`src/rtl/instr_encoder_loader.sv`:
```
// Packs per-field MIPS instruction tuples (R/I/J/RAW) into 32-bit words and
// streams them into consecutive IMEM addresses for the program loader.
module instr_encoder_loader #(
   parameter int ADDR_W    = 10,
   parameter int BASE_ADDR = 0,
   parameter int DEPTH     = 1024
) (
   input  logic              clk,
   input  logic              rst,
   input  logic              start,
   input  logic              in_valid,
   output logic              in_ready,
   input  logic [1:0]        fmt,
   input  logic [5:0]        op,
   input  logic [4:0]        rs,
   input  logic [4:0]        rt,
   input  logic [4:0]        rd,
   input  logic [4:0]        shamt,
   input  logic [5:0]        func,
   input  logic [15:0]       imm16,
   input  logic [25:0]       imm26,
   input  logic [31:0]       raw,
   input  logic              last,
   output logic              mem_we,
   output logic [ADDR_W-1:0] mem_addr,
   output logic [31:0]       mem_wdata,
   output logic [ADDR_W:0]   count,
   output logic              busy,
   output logic              done,
   output logic              overflow
);

   typedef enum logic [1:0] {
      S_IDLE = 2'd0,
      S_RUN  = 2'd1,
      S_DONE = 2'd2
   } state_t;

   localparam logic [ADDR_W-1:0] BASE_C  = BASE_ADDR[ADDR_W-1:0];
   localparam logic [ADDR_W:0]   DEPTH_C = DEPTH[ADDR_W:0];

   // Only the fields belonging to the selected format reach the word.
   function automatic logic [31:0] pack_word(
      input logic [1:0]  f,
      input logic [5:0]  f_op,
      input logic [4:0]  f_rs,
      input logic [4:0]  f_rt,
      input logic [4:0]  f_rd,
      input logic [4:0]  f_shamt,
      input logic [5:0]  f_func,
      input logic [15:0] f_imm16,
      input logic [25:0] f_imm26,
      input logic [31:0] f_raw
   );
      logic [31:0] w;
      case (f)
         2'd0:    w = {f_op, f_rs, f_rt, f_rd, f_shamt, f_func};
         2'd1:    w = {f_op, f_rs, f_rt, f_imm16};
         2'd2:    w = {f_op, f_imm26};
         default: w = f_raw;
      endcase
      return w;
   endfunction

   state_t              state_q;
   logic [ADDR_W:0]     count_q;
   logic                mem_we_q;
   logic [ADDR_W-1:0]   mem_addr_q;
   logic [31:0]         mem_wdata_q;
   logic                done_q;
   logic                overflow_q;

   logic                hs_s;
   logic [ADDR_W:0]     count_d;
   logic [ADDR_W-1:0]   addr_d;
   logic [31:0]         wdata_d;

   // Handshake qualification and the values committed on an accepted tuple.
   always_comb begin
      hs_s    = in_valid & (state_q == S_RUN);
      count_d = count_q + {{ADDR_W{1'b0}}, 1'b1};
      addr_d  = BASE_C + count_q[ADDR_W-1:0];
      wdata_d = pack_word(fmt, op, rs, rt, rd, shamt, func, imm16, imm26, raw);
   end

   // Session FSM with all outputs registered; a reset also drops a pending write.
   always_ff @(posedge clk) begin
      if (rst) begin
         state_q     <= S_IDLE;
         count_q     <= {(ADDR_W+1){1'b0}};
         mem_we_q    <= 1'b0;
         mem_addr_q  <= {ADDR_W{1'b0}};
         mem_wdata_q <= 32'h0000_0000;
         done_q      <= 1'b0;
         overflow_q  <= 1'b0;
      end else begin
         mem_we_q <= 1'b0;
         case (state_q)
            S_IDLE, S_DONE: begin
               if (start) begin
                  state_q    <= S_RUN;
                  count_q    <= {(ADDR_W+1){1'b0}};
                  done_q     <= 1'b0;
                  overflow_q <= 1'b0;
               end else begin
                  state_q <= state_q;
               end
            end
            S_RUN: begin
               if (hs_s) begin
                  mem_we_q    <= 1'b1;
                  mem_addr_q  <= addr_d;
                  mem_wdata_q <= wdata_d;
                  count_q     <= count_d;
                  if (last) begin
                     state_q <= S_DONE;
                     done_q  <= 1'b1;
                  end else if (count_d == DEPTH_C) begin
                     state_q    <= S_DONE;
                     done_q     <= 1'b1;
                     overflow_q <= 1'b1;
                  end else begin
                     state_q <= S_RUN;
                  end
               end else begin
                  state_q <= S_RUN;
               end
            end
            default: begin
               state_q <= S_IDLE;
            end
         endcase
      end
   end

   assign in_ready  = (state_q == S_RUN);
   assign busy      = (state_q == S_RUN);
   assign done      = done_q;
   assign overflow  = overflow_q;
   assign count     = count_q;
   assign mem_we    = mem_we_q;
   assign mem_addr  = mem_addr_q;
   assign mem_wdata = mem_wdata_q;

endmodule

```
`config.mk`:
```
export PLATFORM = sky130hd
export DESIGN_NAME = instr_encoder_loader
export DESIGN_NICKNAME = d
export VERILOG_FILES = /design/src/rtl/instr_encoder_loader.sv
export SDC_FILE = /design/constraint.sdc
export NUM_CORES = 1
export LEC_CHECK = 0
export ABC_AREA = 1
export ABC_CLOCK_PERIOD_IN_PS = 3100
export CAP_MARGIN = 20
export CELL_PAD_IN_SITES_DETAIL_PLACEMENT = 1
export CELL_PAD_IN_SITES_GLOBAL_PLACEMENT = 1
export CORE_MARGIN = 2
export CORE_UTILIZATION = 27
export DETAILED_ROUTE_END_ITERATION = 6
export GPL_ROUTABILITY_DRIVEN = 0
export PLACE_DENSITY = 0.95
export SYNTH_ARGS = -nofsm -noshare
export SYNTH_HDL_FRONTEND = slang
export SYNTH_SLANG_ARGS = --single-unit
```
`constraint.sdc`:
```
create_clock -name clk -period 3.1 [get_ports clk]
set_input_delay 0.62 -clock clk [delete_from_list [all_inputs] [get_ports clk]]
set_output_delay 0.62 -clock clk [all_outputs]
set_load 0.1 [all_outputs]
```
# Word level (Yosys, flattened, before mapping)
# Cells that the tools add are included.
# totals
reg_bits	58
in_bits	113
output_inout_bits	58
# classes
add_sub_neg	1
n_eq_ne	10
n_mux	18
bitwise	2
n_reduce_logical	9
# op_table
cell	count
$pmux 32 s3	1
$mux 11	2
$pmux 11 s2	1
$add 11x1->11 const B	1
$eq 11x11->1 const B	1
$mux 2	4
$mux 1	7
$reduce_and 5->1	1
$eq 2x1->1 const B	2
$eq 2x2->1 const B	2
$logic_not 2->1	2
$ne 2x1->1 const B	2
$ne 2x2->1 const B	2
$pmux 1 s2	2
$pmux 2 s2	1
$reduce_and 4->1	1
$reduce_or 2->1	2
$ne 3x2->1 const B	1
$reduce_and 3->1	1
$reduce_and 2->1	1
$reduce_bool 2->1	1
$and 1x1->1	1
$not 1->1	1

# Logic depth before layout (Yosys ltp)
# logic_depth
depth_word	6
depth_mapped	14
mapped_depth_nobuf	14

# Worst setup path before layout
# OpenSTA, ideal clock, no wires.
# synth_path
kind	flip-flop to flip-flop
start	register count_q[1] (netlist: count[1])
end	register state_q[0]
setup_ps	109
arrival_time_ps	2246
required_time_ps	2991
setup_slack_ps	745
stages_incl_launch_ff	15
path_buffers	0
period_less_slack_ps	2355
cell_sequence	dfxtp_1 > ha_1 > nand2_2 > nor2_2 > nand2_1 > nand2_1 > nand2_1 > inv_1 > nand3_1 > nor2_1 > nand2_1 > nand2_1 > nand3_1 > nand2_1 > inv_1
# synth_via
elab_chain_cells	6
# synth_lines
element	line	rtl
start, declared	66	logic [ADDR_W:0] count_q;
start signal, assigned	90	count_q <= {(ADDR_W+1){1'b0}};
start signal, assigned	102	count_q <= {(ADDR_W+1){1'b0}};
start signal, assigned	114	count_q <= count_d;
$add 11x1->11	81	count_d = count_q + {{ADDR_W{1'b0}}, 1'b1};
$eq 11x11->1	118	end else if (count_d == DEPTH_C) begin
$mux 2	118	
$mux 2	115	if (last) begin
$mux 2	110	if (hs_s) begin
$pmux 2 s2	98	case (state_q)
end signal, assigned	106	state_q <= state_q;
end, declared	65	state_t state_q;
# Every way passes these cells.
# A chain may end at the register's enable or synchronous reset.

# Worst setup path in the final report
# layout_path
start	input fmt[1]
end	register mem_wdata_q[3] (netlist: mem_wdata[3])
# layout_via
elab_chain_cells	2
# layout_lines
element	line	rtl
start, declared	13	input logic [1:0] fmt,
$eq 2x2->1 (tied with other cells)	56	case (f)
$pmux 32 s3 (*)	56	
end signal, assigned	113	mem_wdata_q <= wdata_d;
end, declared	69	logic [31:0] mem_wdata_q;
# Every way passes the cells marked *; elsewhere a longest branch is shown, timed or not.

==> metrics.md <==
| Metric | Value |
|---|---|
| Routed Antenna Nets | `0` |
| Crit Path Category | `input pin to flip-flop` |
| Clk root buf | `clkbuf_8` |
| Cell mode on critical path | `inv_1` |
| Syn Inst Count | `402` |
| Clock sinks | `58` |
| Max Freq | `0.484 GHz` |
| Final hold violations | `0` |
| Syn_nets | `about 520` |
| Slew Viols, Final | `0` |
| GRT Resource Usage Total | `0.209` |
| I/O Buffers | `170` |
| Setup WS pre-CTS | `about 0.65 ns` |
| Final Critical Period | `2.06 ns` |
| Initial drt markers | `between 100 and 150` |
| Hold-fix buffers, CTS | `0` |
| Worst Hold Slack | `about 0.47 ns` |
| Clk Latency, worst-skew pair | `0.33 ns` |
| Share of layout cells above drive strength 1 | `0.159` |
| Post-Syn Area per Cell | `about 7 um^2` |
| Vias in the first global route | `3,813` |
| First-pass GRT wire length | `18,700 um` |
| Drt pass-1 iters | `4` |
| DP Area | `~4500 um^2` |
| Starting Density | `0.275` |
| Worst-margin pin slew | `a little under 0.7 ns` |
| Die Ht | `~110 um` |
| Wire length per cell | `approximately 17 um` |
| Nets | `680` |
| Largest net degree at the start of global routing | `50` |
| Power Density | `~480 nW/um^2` |
| Vias | `around 3,600` |
| WL final | `~12,000 um` |
| Fin crit share | `0.666` |
| # diodes | `0` |
| Max Cap Viol | `0` |
| Arr. time, crit path | `2.28 ns` |
| Crit-path slowest cell | `clkdlybuf4s50_1` |
| Via density | `between 5 and 6` |
| Sequential fraction of the synthesis area | `0.413` |
| Mapped Area | `2810 um^2` |
| CTS Buf Count | `9` |
| CP startpoint kind | `input pin` |
| Final Setup Violations | `0` |
| Max Buffers Root-to-Sink | `2` |
| Placeable Area | `between 10,000 and 15,000 um^2` |
| Total grt overflow | `0` |
| Design Area, Final | `4720 um^2` |
| Post-CTS Setup Repair Bufs | `0` |
| H-tree levels | `3` |
| Worst path cell trace | `clkdlybuf4s50_1 -> inv_1 -> nand2_1 -> inv_1 -> a22o_1 -> a221oi_1 -> a21oi_1` |
| HP Class | `flip-flop to flip-flop` |
| Worst-path maximum fanout | `16` |
| CTS tree | `built` |
| Distinct cells, synth | `31` |
| Post-DP HPWL | `9060 um` |
| Slew headroom | `0.544` |
| Crit. End Element | `flip-flop` |
| Peak VDD IR | `roughly 0.23 mV` |
| DRC viols | `0` |
| Slowest Stage Delay on Critical Path | `about 0.5 ns` |
| Die Span X | `between 100 and 150 um` |
| Clock-pin slew of the registers on the worst-case setup and hold paths | `approximately 0.070 ns` |
| Clock Skew | `a little over 0.01 ns` |
| Setup TNS | `0 ns` |
| Ys Warns | `0` |
| Area Overhead vs Synth | `67.8%` |
| Die area | `11,300 um^2` |
| Post_cts resized | `0` |
| Initial antenna violation count | `0` |
| Unrepaired setup endpoints after global routing | `no` |
| Leak | `about 0.002 uW` |
| Final WS setup | `just over 1 ns` |
| Total power | `2260 uW` |
| Seq cells post-synth | `slightly below 60` |
| Crit path required time | `between 3 and 4 ns` |
| # IOs | `171` |
| Status | `completed` |
| Rows | `37` |
[registers in the layout (all words and copies together), names as in the netlist]
| signal | flops |
|---|---|
| mem_we | 1 |
| done | 1 |
| mem_addr | 10 |
| overflow | 1 |
| state_q | 2 |
| mem_wdata | 32 |
| count | 11 |
[per-stage QoR]
step | util | instances
final | 0.461 | 707
after global routing | 0.461 | 707
after CTS | 0.461 | 707
after detailed placement | 0.441 | 691
after global placement | 0.441 | 691
after floorplan | - | 402
[final cells by class]
class	instances	area, um^2
tap	136	170
inverter	28	105
clock buffer	11	151
timing repair buffer	177	1630
clock inverter	5	52.6
sequential	58	1160
fill	1279	5510
multi-input combinational	292	1450
[routing by layer]
layer,part of all wire,track usage,vias to the layer above,wire [um]
li1,-,-,1700,-
met1,0.39,0.234,1725,4600
met2,0.54,0.393,132,6330
met3,0.058,0.0527,18,679
met4,0.015,0.0508,0,173
met5,0,0,-,0
[worst max-delay path, delay by kind of cell]
family,cells,cell delay (ns)
simple gates,1,0.11
buf+inv,3,0.94
compound gates,3,0.61
[layout by cell type (no fill, tap or decap)]
cell type | Yosys | routed
o21ai_0 | 35 | 35
and2_1 | 1 | 1
clkdlybuf4s50_1 | 0 | 112
a21oi_1 | 47 | 47
clkinv_2 | 0 | 3
buf_4 | 1 | 63
buf_12 | 0 | 2
o21ai_1 | 1 | 1
a31oi_1 | 10 | 10
a221oi_1 | 6 | 6
nand3_1 | 16 | 16
a41oi_1 | 10 | 10
o21a_1 | 2 | 2
inv_1 | 26 | 26
xor2_1 | 1 | 1
nand3b_1 | 1 | 1
nor2_2 | 3 | 3
bufinv_16 | 0 | 1
a21o_1 | 1 | 1
nand2_2 | 3 | 3
inv_2 | 2 | 2
clkinvlp_4 | 0 | 1
nor2_4 | 1 | 1
nand2_1 | 117 | 117
a22o_1 | 6 | 6
dfxtp_1 | 58 | 58
or2_2 | 1 | 1
a211oi_1 | 1 | 1
ha_1 | 1 | 1
nand4_1 | 1 | 1
o31ai_1 | 1 | 1
nor3_1 | 2 | 2
clkbuf_8 | 0 | 11
o211ai_1 | 6 | 6
nor2_1 | 18 | 18
[cells by family (layout without fill, tap and decap cells)]
group | Yosys count | count (layout) | synth area share
buffers and inverters | 52 | 221 | 0.0734
AOI/OAI and AO/OA | 126 | 126 | 0.268
and+or+nand+nor | 164 | 164 | 0.239
xor gates and xnor gates | 1 | 1 | 0.00311
adders and majority gates | 1 | 1 | 0.00445
DFF | 58 | 58 | 0.413
[synthesized netlist by cell type]
cell type  count  area share
a221oi_1       6       0.019
a22o_1         6       0.019
inv_1         26       0.035
and2_1         1      0.0022
nor2_2         3      0.0067
o21ai_1        1      0.0018
nand3_1       16       0.028
nand2_2        3      0.0067
buf_2          6       0.011
a21oi_1       47       0.084
nor2_1        18       0.024
ha_1           1      0.0044
a21o_1         1      0.0027
inv_2          2      0.0027
clkbuf_1      17       0.023
a41oi_1       10       0.031
nand2_1      117        0.16
or2_2          1      0.0022
buf_4          1      0.0027
nor2_4         1      0.0040
dfxtp_1       58        0.41
nand4_1        1      0.0022
nor3_1         2      0.0036
a211oi_1       1      0.0027
o21ai_0       35       0.062
o21a_1         2      0.0053
o31ai_1        1      0.0027
nand3b_1       1      0.0027
a31oi_1       10       0.022
o211ai_1       6       0.016
xor2_1         1      0.0031
[path summary, 6_finish.rpt]
| kind | startpoint | to | slack, ns | depth (start not counted) |
|---|---|---|---|---|
| min | mem_addr[2]$_SDFFE_PP0P_ | mem_addr[2]$_SDFFE_PP0P_ | 0.47 | 2 |
| min reg2reg | mem_addr[2]$_SDFFE_PP0P_ | mem_addr[2]$_SDFFE_PP0P_ | 0.47 | 2 |
| max | fmt[1] | mem_wdata[3]$_SDFFE_PP0P_ | 1.04 | 7 |
| max reg2reg | count[1]$_SDFFE_PP0P_ | state_q[0]$_SDFFE_PP0P_ | 1.21 | 14 |
[power by group]
part,switching [uW],leakage [uW],internal [uW]
Combinational,479,0.00138,234
Clock,328,0.000105,411
Sequential,24.6,0.000472,787
Note: power is estimated with default switching activity, not from simulation.
